File: config.mk
export PLATFORM = sky130hd
export DESIGN_NAME = mux2_1_reg
export DESIGN_NICKNAME = d
export VERILOG_FILES = /design/src/rtl/mux2_1_pkg.sv /design/src/rtl/mux2_1_stage.sv /design/src/rtl/mux2_1_reg.sv
export SDC_FILE = /design/constraint.sdc
export NUM_CORES = 1
export LEC_CHECK = 0
export ABC_CLOCK_PERIOD_IN_PS = 2090
export CORE_MARGIN = 2
export CORE_UTILIZATION = 46
export CTS_CLUSTER_DIAMETER = 60
export CTS_CLUSTER_SIZE = 10
export DETAILED_ROUTE_END_ITERATION = 8
export GPL_ROUTABILITY_DRIVEN = 0
export PLACE_DENSITY = 0.76
export SLEW_MARGIN = 30
export SYNTH_ARGS = -nofsm -noshare
export SYNTH_HDL_FRONTEND = slang
export SYNTH_HIERARCHICAL = 1
export SYNTH_SLANG_ARGS = --single-unit
File: constraint.sdc
create_clock -name clk -period 2.09 [get_ports clk]
set_clock_uncertainty 0.15 [all_clocks]
set_input_delay 0.5225 -clock clk [delete_from_list [all_inputs] [get_ports clk]]
set_output_delay 0.5225 -clock clk [all_outputs]
set_load 0.01 [all_outputs]
File: src/rtl/mux2_1_pkg.sv
// Shared constants for the registered 2:1 multiplexer and its pipeline stages.
package mux2_1_pkg;

  // Supported range of register stages between the inputs and out.
  localparam int LATENCY_MIN = 1;
  localparam int LATENCY_MAX = 4;

  // Default width of the select-switch counter.
  localparam int CNT_W_DEFAULT = 16;

endpackage

File: src/rtl/mux2_1_stage.sv
// One pipeline stage of the registered mux: holds a {data, sel} pair and
// forwards it every clock. Reset clears data to RST_VAL and sel to 0.
module mux2_1_stage
  import mux2_1_pkg::*;
#(
  parameter int               WIDTH   = 1,
  parameter logic [WIDTH-1:0] RST_VAL = {WIDTH{1'b0}}
) (
  input  logic             clk,
  input  logic             rst,
  input  logic [WIDTH-1:0] data_s,
  input  logic             sel_s,
  output logic [WIDTH-1:0] data_r,
  output logic             sel_r
);

  // Capture the incoming pair on every edge; discard it at once on reset.
  always_ff @(posedge clk or posedge rst) begin
    if (rst) begin
      data_r <= RST_VAL;
      sel_r  <= 1'b0;
    end else begin
      data_r <= data_s;
      sel_r  <= sel_s;
    end
  end

endmodule

File: src/rtl/mux2_1_reg.sv
// Registered 2:1 multiplexer with a LATENCY-deep pipeline, which-input
// tracking (out_sel) and a saturating counter of select transitions.
module mux2_1_reg
  import mux2_1_pkg::*;
#(
  parameter int               WIDTH   = 1,
  parameter int               LATENCY = 1,
  parameter logic [WIDTH-1:0] RST_VAL = {WIDTH{1'b0}},
  parameter int               CNT_W   = CNT_W_DEFAULT
) (
  input  logic             clk,
  input  logic             rst,
  input  logic             sel,
  input  logic [WIDTH-1:0] in0,
  input  logic [WIDTH-1:0] in1,
  output logic [WIDTH-1:0] out,
  output logic             out_sel,
  output logic [CNT_W-1:0] switch_cnt
);

  localparam logic [CNT_W-1:0] CNT_MAX = {CNT_W{1'b1}};
  localparam logic [CNT_W-1:0] CNT_ONE = CNT_W'(1'b1);

  // Refuse to build an unsupported pipeline depth.
  if ((LATENCY < LATENCY_MIN) || (LATENCY > LATENCY_MAX)) begin : g_bad_latency
    $error("mux2_1_reg: LATENCY must be within 1..4");
  end

  logic [WIDTH-1:0] mux_data_s;
  logic             mux_sel_s;
  logic [WIDTH-1:0] pipe_data_s [1:LATENCY];
  logic             pipe_sel_s  [1:LATENCY];
  logic             sel_hist_r;
  logic [CNT_W-1:0] switch_cnt_r;

  // Select decode: only a clean 1 picks in1, so X/Z on sel falls back to in0.
  always_comb begin
    mux_data_s = in0;
    mux_sel_s  = 1'b0;
    if (sel == 1'b1) begin
      mux_data_s = in1;
      mux_sel_s  = 1'b1;
    end else begin
      mux_data_s = in0;
      mux_sel_s  = 1'b0;
    end
  end

  // Chain of LATENCY stages; stage 1 takes the mux result, later ones shift.
  for (genvar i = 1; i <= LATENCY; i++) begin : g_stage
    logic [WIDTH-1:0] stage_data_s;
    logic             stage_sel_s;

    if (i == 1) begin : g_first
      assign stage_data_s = mux_data_s;
      assign stage_sel_s  = mux_sel_s;
    end else begin : g_next
      assign stage_data_s = pipe_data_s[i-1];
      assign stage_sel_s  = pipe_sel_s[i-1];
    end

    mux2_1_stage #(
      .WIDTH   (WIDTH),
      .RST_VAL (RST_VAL)
    ) u_stage (
      .clk    (clk),
      .rst    (rst),
      .data_s (stage_data_s),
      .sel_s  (stage_sel_s),
      .data_r (pipe_data_s[i]),
      .sel_r  (pipe_sel_s[i])
    );
  end

  // Count edges where the decoded select differs from the previous edge's,
  // holding at all-ones instead of wrapping.
  always_ff @(posedge clk or posedge rst) begin
    if (rst) begin
      sel_hist_r   <= 1'b0;
      switch_cnt_r <= {CNT_W{1'b0}};
    end else begin
      sel_hist_r <= mux_sel_s;
      if ((mux_sel_s != sel_hist_r) && (switch_cnt_r != CNT_MAX)) begin
        switch_cnt_r <= switch_cnt_r + CNT_ONE;
      end
    end
  end

  assign out        = pipe_data_s[LATENCY];
  assign out_sel    = pipe_sel_s[LATENCY];
  assign switch_cnt = switch_cnt_r;

endmodule

==> impl_metrics.py, run 1 <==
metrics = {
    "critical_path": {
        "cp-start-kind": "input port",
        "rrSetupSlack_ns": 0.22,
        "reg2reg_depth": 6,
        "cp_max_fo": 2,
        "crit-reg2reg-capture": "switch_cnt[15]",
        "path_class": "in2reg",
        "arrival_ns": 2.08,
        "r2r-start": "switch_cnt[0]",
        "cp-end-kind": "flip-flop",
        "worstPathRequired_ns": 2.14,
    },
    "logic_synthesis": {
        "avgSynthCellArea_um2": 11.7,
        "synth.most_common_cell": "dfrtp_1",
        "yosys_most_used_dff": "dfrtp_1",
        "yosysUniqueCellTypes": 19,
        "syn_area_um2": 876,
        "syn_nets": 81,
        "yosys.area.top_type": "dfrtp_1",
        "synth_common_cells": "dfrtp_1, xor2_1, xnor2_1",
        "yosys_warnings": 6,
        "syn_inst": 75,
        "synth-edff-count": 0,
        "synth_top_area_share_pct": 54.3,
        "async_flop_share_pct": 100,
        "ys_ff_latch": 19,
        "ys_seq_area_share_pct": 54.3,
        "synth_area_leaders": "dfrtp_1, xor2_1, xnor2_1, nand3_1, nand4_1",
    },
    "sta": {
        "finalCritPeriodShare_pct": 97.2,
        "setup_viol": 0,
        "fmax_mhz": 492,
        "period_minus_slack_ns": 2.03,
        "tightestPinTransition_ns": 0.591,
        "setup_tns_ns": 0,
        "layout_setup_ws_ns": 0.0581,
        "drv_slew": 0,
        "hold_violations": 0,
        "slew_headroom_pct": 60.3,
        "grt_setup_unrepaired": "no",
    },
    "routing": {
        "dr_wl_met2_mm": 1.03,
        "maxUsedRoutingLayer": "met4",
        "vias": 693,
        "routedWlPerCell_um": 14.1,
        "routed_via_density": 5.21,
        "drc": 0,
        "wl_met1_um": 749,
        "drtPass1Iterations": 4,
        "drt-total-wl_mm": 1.88,
        "wl_met3_um": 61,
        "ant_nets": 0,
        "dr.first_iter.drc_count": 7,
    },
    "run": {
        "maxCapViolCount": 0,
    },
    "power_and_ir_drop": {
        "power_density_nw_per_um2": 978,
        "max-vdd-ir-drop_mv": 0.576,
        "p_total_mw": 1.20,
        "power.leakage_nw": 0.513,
    },
    "global_routing": {
        "antenna_found_initial": 0,
        "grt_pass1_vias": 714,
        "grt_util_all_layers_pct": 20.2,
        "grt.overflow.total": 0,
        "grt_max_degree": 18,
        "grt_pass1_wl_mm": 3.11,
    },
    "cts": {
        "path_clk_slew_ns": 0.11,
        "htree_levels": 1,
        "cts_tree": "built",
        "clk_path_buf_depth": 2,
        "cts_num_sinks": 19,
        "hold_buffers": 0,
        "cts_root_buffer": "clkbuf_4",
        "cts-buffers-inserted": 3,
        "cts_resized": 0,
        "postCtsSetupRepairBufs": 0,
        "worstSkewPairLatency_ns": 0.30,
    },
    "die": {
        "core-area_um2": 1760,
        "die_y_um": 47.6,
        "ios": 23,
        "die_w_um": 47.6,
        "dieArea_um2": 2270,
        "initial_core_util_pct": 49.6,
        "std_cell_rows": 15,
    },
    "final_layout": {
        "areaGrowthSynthToFinish_pct": 39.9,
        "drive_gt1_share_pct": 14.8,
        "antenna_cells": 0,
        "n_fill_cell": 154,
        "final_nets": 115,
        "post-route-util_pct": 69.4,
    },
    "place": {
        "place_ws_ns": -0.292,
        "port_buffers": 22,
        "dpl.hpwl_mm": 1.46,
    },
    "outcome": {
        "status": "complete, no violations",
    },
    "worst_hold_path": {
        "hold_class": "in2async",
    },
}
## cell usage in the layout, fill, tap and decap left out, drive strengths merged
cell	Yosys	layout
xnor2	8	8
nand4	5	5
and3	1	1
nor4b	2	2
clkbuf	0	4
and4	1	1
nand2	3	3
or4	1	1
dfrtp	19	19
nor3	4	4
nor4	3	3
nor2	3	3
buf	0	7
or4b	1	1
xor2	9	9
nand3	7	7
ha	1	1
nand2b	2	2
mux2	2	2
inv	3	3
clkdlybuf4s50	0	22
## cell type report
type / instances / area [um2] / area share (%)
timing repair buffer: 29 / 273 / 22.3
inverter: 3 / 11.3 / 0.919
multi-input combinational: 53 / 408 / 33.3
clock buffer: 4 / 26.3 / 2.15
tap: 25 / 31.3 / 2.55
sequential: 19 / 475 / 38.8
## state kept, by name (all words and copies together) (netlist names)
signal and flops:
switch_cnt 16, g_stage.u_stage/sel_r 1, g_stage.u_stage/data_r 1, sel_hist_r 1
## kinds of logic (layout without fill, tap and decap cells)
logic type / count (synthesis) / after routing / synth area share, %
muxes: 2 / 2 / 2.57
buffers and inverters: 3 / 36 / 1.29
and+or+nand+nor: 33 / 33 / 23.4
xor gates and xnor gates: 17 / 17 / 17.0
DFF: 19 / 19 / 54.3
adders and majority gates: 1 / 1 / 1.43
## metal layers
metal | track usage, % | vias to the layer above
met4 | 9.73 | 0
li1 | - | 333
met2 | 37.0 | 18
met1 | 22.4 | 338
met3 | 3.77 | 4
met5 | 0 | -
## power by group
| group | internal (mW) | switching [mW] |
|---|---|---|
| Clock | 0.0745 | 0.117 |
| Sequential | 0.457 | 0.125 |
| Combinational | 0.252 | 0.174 |
## metrics by stage
stage	hold slack [ns]	area, um2	std cells
CTS	0.238	1210	133
finish	0.242	1220	133
global placement	0.347	1180	129
global route	0.249	1220	133
floorplan	0.114	876	75
detailed placement	0.363	1180	129
## critical path: stages
cell             delay (ns)
clkdlybuf4s50_1        0.44
xnor2_1                0.19
nor4b_4                0.31
or4b_1                 0.47
xnor2_1                0.14
## worst max path at each step
stage / from / to / slack [ns] / depth (start not counted)
floorplan: sel / switch_cnt[15] / 0.19 / 4
global placement: sel / switch_cnt[12] / -0.24 / 6
detailed placement: sel / switch_cnt[6] / -0.29 / 7
CTS: sel / switch_cnt[12] / 0.02 / 6
global route: sel / switch_cnt[15] / 0.02 / 5
finish: sel / switch_cnt[15] / 0.06 / 5
Note: power is estimated with default switching activity, not from simulation.
==> run 2: changes to the inputs <==
- CORE_UTILIZATION: 46 -> 40
- PLACE_DENSITY: 0.76 -> 0.68
==> run 2 against run 1 <==
Register-to-register slack is essentially flat. Clock power decreased by 3%. Final area grew 0.20%. Largest cell class unchanged. Critical endpoint unchanged. Die area is 14% higher. Via count increased by 0.43%. Sequential power hardly changed.
==> impl_metrics.py, run 2 (synthesized netlist as in run 1, its figures left out) <==
metrics = {
    "critical_path": {
        "arrival_ns": 2.08,
        "rrSetupSlack_ns": 0.21,
        "r2r-start": "switch_cnt[0]",
        "worstPathRequired_ns": 2.13,
        "cp-end-kind": "flip-flop",
        "cp-start-kind": "input port",
        "path_class": "in2reg",
        "cp_max_fo": 3,
        "reg2reg_depth": 6,
        "crit-reg2reg-capture": "switch_cnt[15]",
    },
    "final_layout": {
        "layout_commonest_cell": "clkdlybuf4s50_1",
        "design_area_um2": 1230,
        "antenna_cells": 0,
        "drive_gt1_share_pct": 14.8,
        "final_nets": 115,
        "areaGrowthSynthToFinish_pct": 40.1,
        "final_cell_mix": "clkdlybuf4s50_1, dfrtp_1, xor2_1, xnor2_1",
        "largest_register_ffs": 16,
    },
    "global_routing": {
        "use_met2_pct": 28.3,
        "grt_pass1_wl_mm": 3.14,
        "grt.overflow.total": 0,
        "grt_max_degree": 18,
        "grt_use_met1_pct": 18.9,
        "grt_util_all_layers_pct": 16.5,
        "top_usage_layer": "met2",
        "grt_pass1_vias": 713,
        "use_met3_pct": 4.46,
        "antenna_found_initial": 0,
    },
    "cts": {
        "cts_num_sinks": 19,
        "hold_buffers": 0,
        "cts-buffers-inserted": 3,
        "htree_levels": 1,
        "worstSkewPairLatency_ns": 0.30,
        "clk_path_buf_depth": 2,
        "cts_root_buffer": "clkbuf_4",
        "cts_tree": "built",
        "path_clk_slew_ns": 0.11,
    },
    "sta": {
        "fmax_mhz": 492,
        "period_minus_slack_ns": 2.03,
        "tightestPinTransition_ns": 0.611,
        "slew_headroom_pct": 58.9,
        "grt_setup_unrepaired": "no",
        "layout_setup_ws_ns": 0.0555,
        "finalCritPeriodShare_pct": 97.3,
        "hold_violations": 0,
        "setup_viol": 0,
        "drv_slew": 0,
        "whs_ns": 0.233,
    },
    "place": {
        "dpl.hpwl_mm": 1.33,
        "placed_cell_area_um2": 1180,
        "place_ws_ns": -0.275,
        "port_buffers": 22,
    },
    "routing": {
        "drt-total-wl_mm": 1.73,
        "vias": 696,
        "ant_nets": 0,
        "routed_via_density": 5.16,
        "dr.first_iter.drc_count": 10,
        "routedWlPerCell_um": 12.8,
        "drtPass1Iterations": 4,
        "drc": 0,
    },
    "outcome": {
        "status": "complete, no violations",
    },
    "power_and_ir_drop": {
        "max-vdd-ir-drop_mv": 0.649,
        "power.leakage_nw": 0.513,
        "p_total_mw": 1.19,
        "power_density_nw_per_um2": 966,
    },
    "die": {
        "die_y_um": 50.8,
        "dieArea_um2": 2580,
        "initial_core_util_pct": 43.3,
        "core-area_um2": 2020,
        "die_w_um": 50.8,
        "std_cell_rows": 16,
        "ios": 23,
    },
    "run": {
        "maxCapViolCount": 0,
    },
    "worst_hold_path": {
        "hold_class": "in2async",
    },
}
-- run 2: per-layer routing --
layer	vias up	wire (um)	part of all wire, %
li1	331	-	-
met1	338	724	42
met2	22	880	51
met3	5	80	4.6
met4	0	44	2.5
met5	-	0	0
-- run 2: worst max-delay path by stage --
stage | start | end | slack [ns] | depth (start not counted)
6_report | sel | switch_cnt[15] | 0.06 | 5
5_1_grt | sel | switch_cnt[15] | 0.008 | 5
4_1_cts | sel | switch_cnt[15] | 0.06 | 5
3_5_place_dp | sel | switch_cnt[15] | -0.27 | 5
3_3_place_gp | sel | switch_cnt[15] | -0.23 | 5
2_1_floorplan | sel | switch_cnt[15] | 0.19 | 4
-- run 2: power breakdown --
part           total, mW  leakage, nW  switching, mW  internal, mW
Sequential         0.578        0.235          0.121         0.457
Combinational      0.422        0.264          0.170         0.252
Clock              0.186       0.0150          0.112        0.0744
Total               1.19        0.513          0.403         0.783
-- run 2: worst max-delay path: stages --
cell	delay, ns
clkdlybuf4s50_1	0.45
xnor2_1	0.19
nor4b_4	0.29
or4b_1	0.47
xnor2_1	0.15
-- run 2: final cells by class --
class	count	area (um2)
fill	175	795
sequential	19	475
multi-input combinational	53	408
timing repair buffer	29	273
tap	27	33.8
clock buffer	4	26.3
inverter	3	11.3
-- run 2: repair_timing --
item / in CTS / in global routing
setup endpoints to repair: 0 / 5
setup buffers: 0 / 0
resized for setup: 0 / 3
-- run 2: metrics by stage --
stage                     std cells  TNS (ns)  util, %
after global routing            135         0     60.7
final                           135         0     60.7
after CTS                       135         0     59.8
after detailed placement        131     -1.51     58.5
after floorplan                  75         0        -
after global placement          131     -1.28     58.5
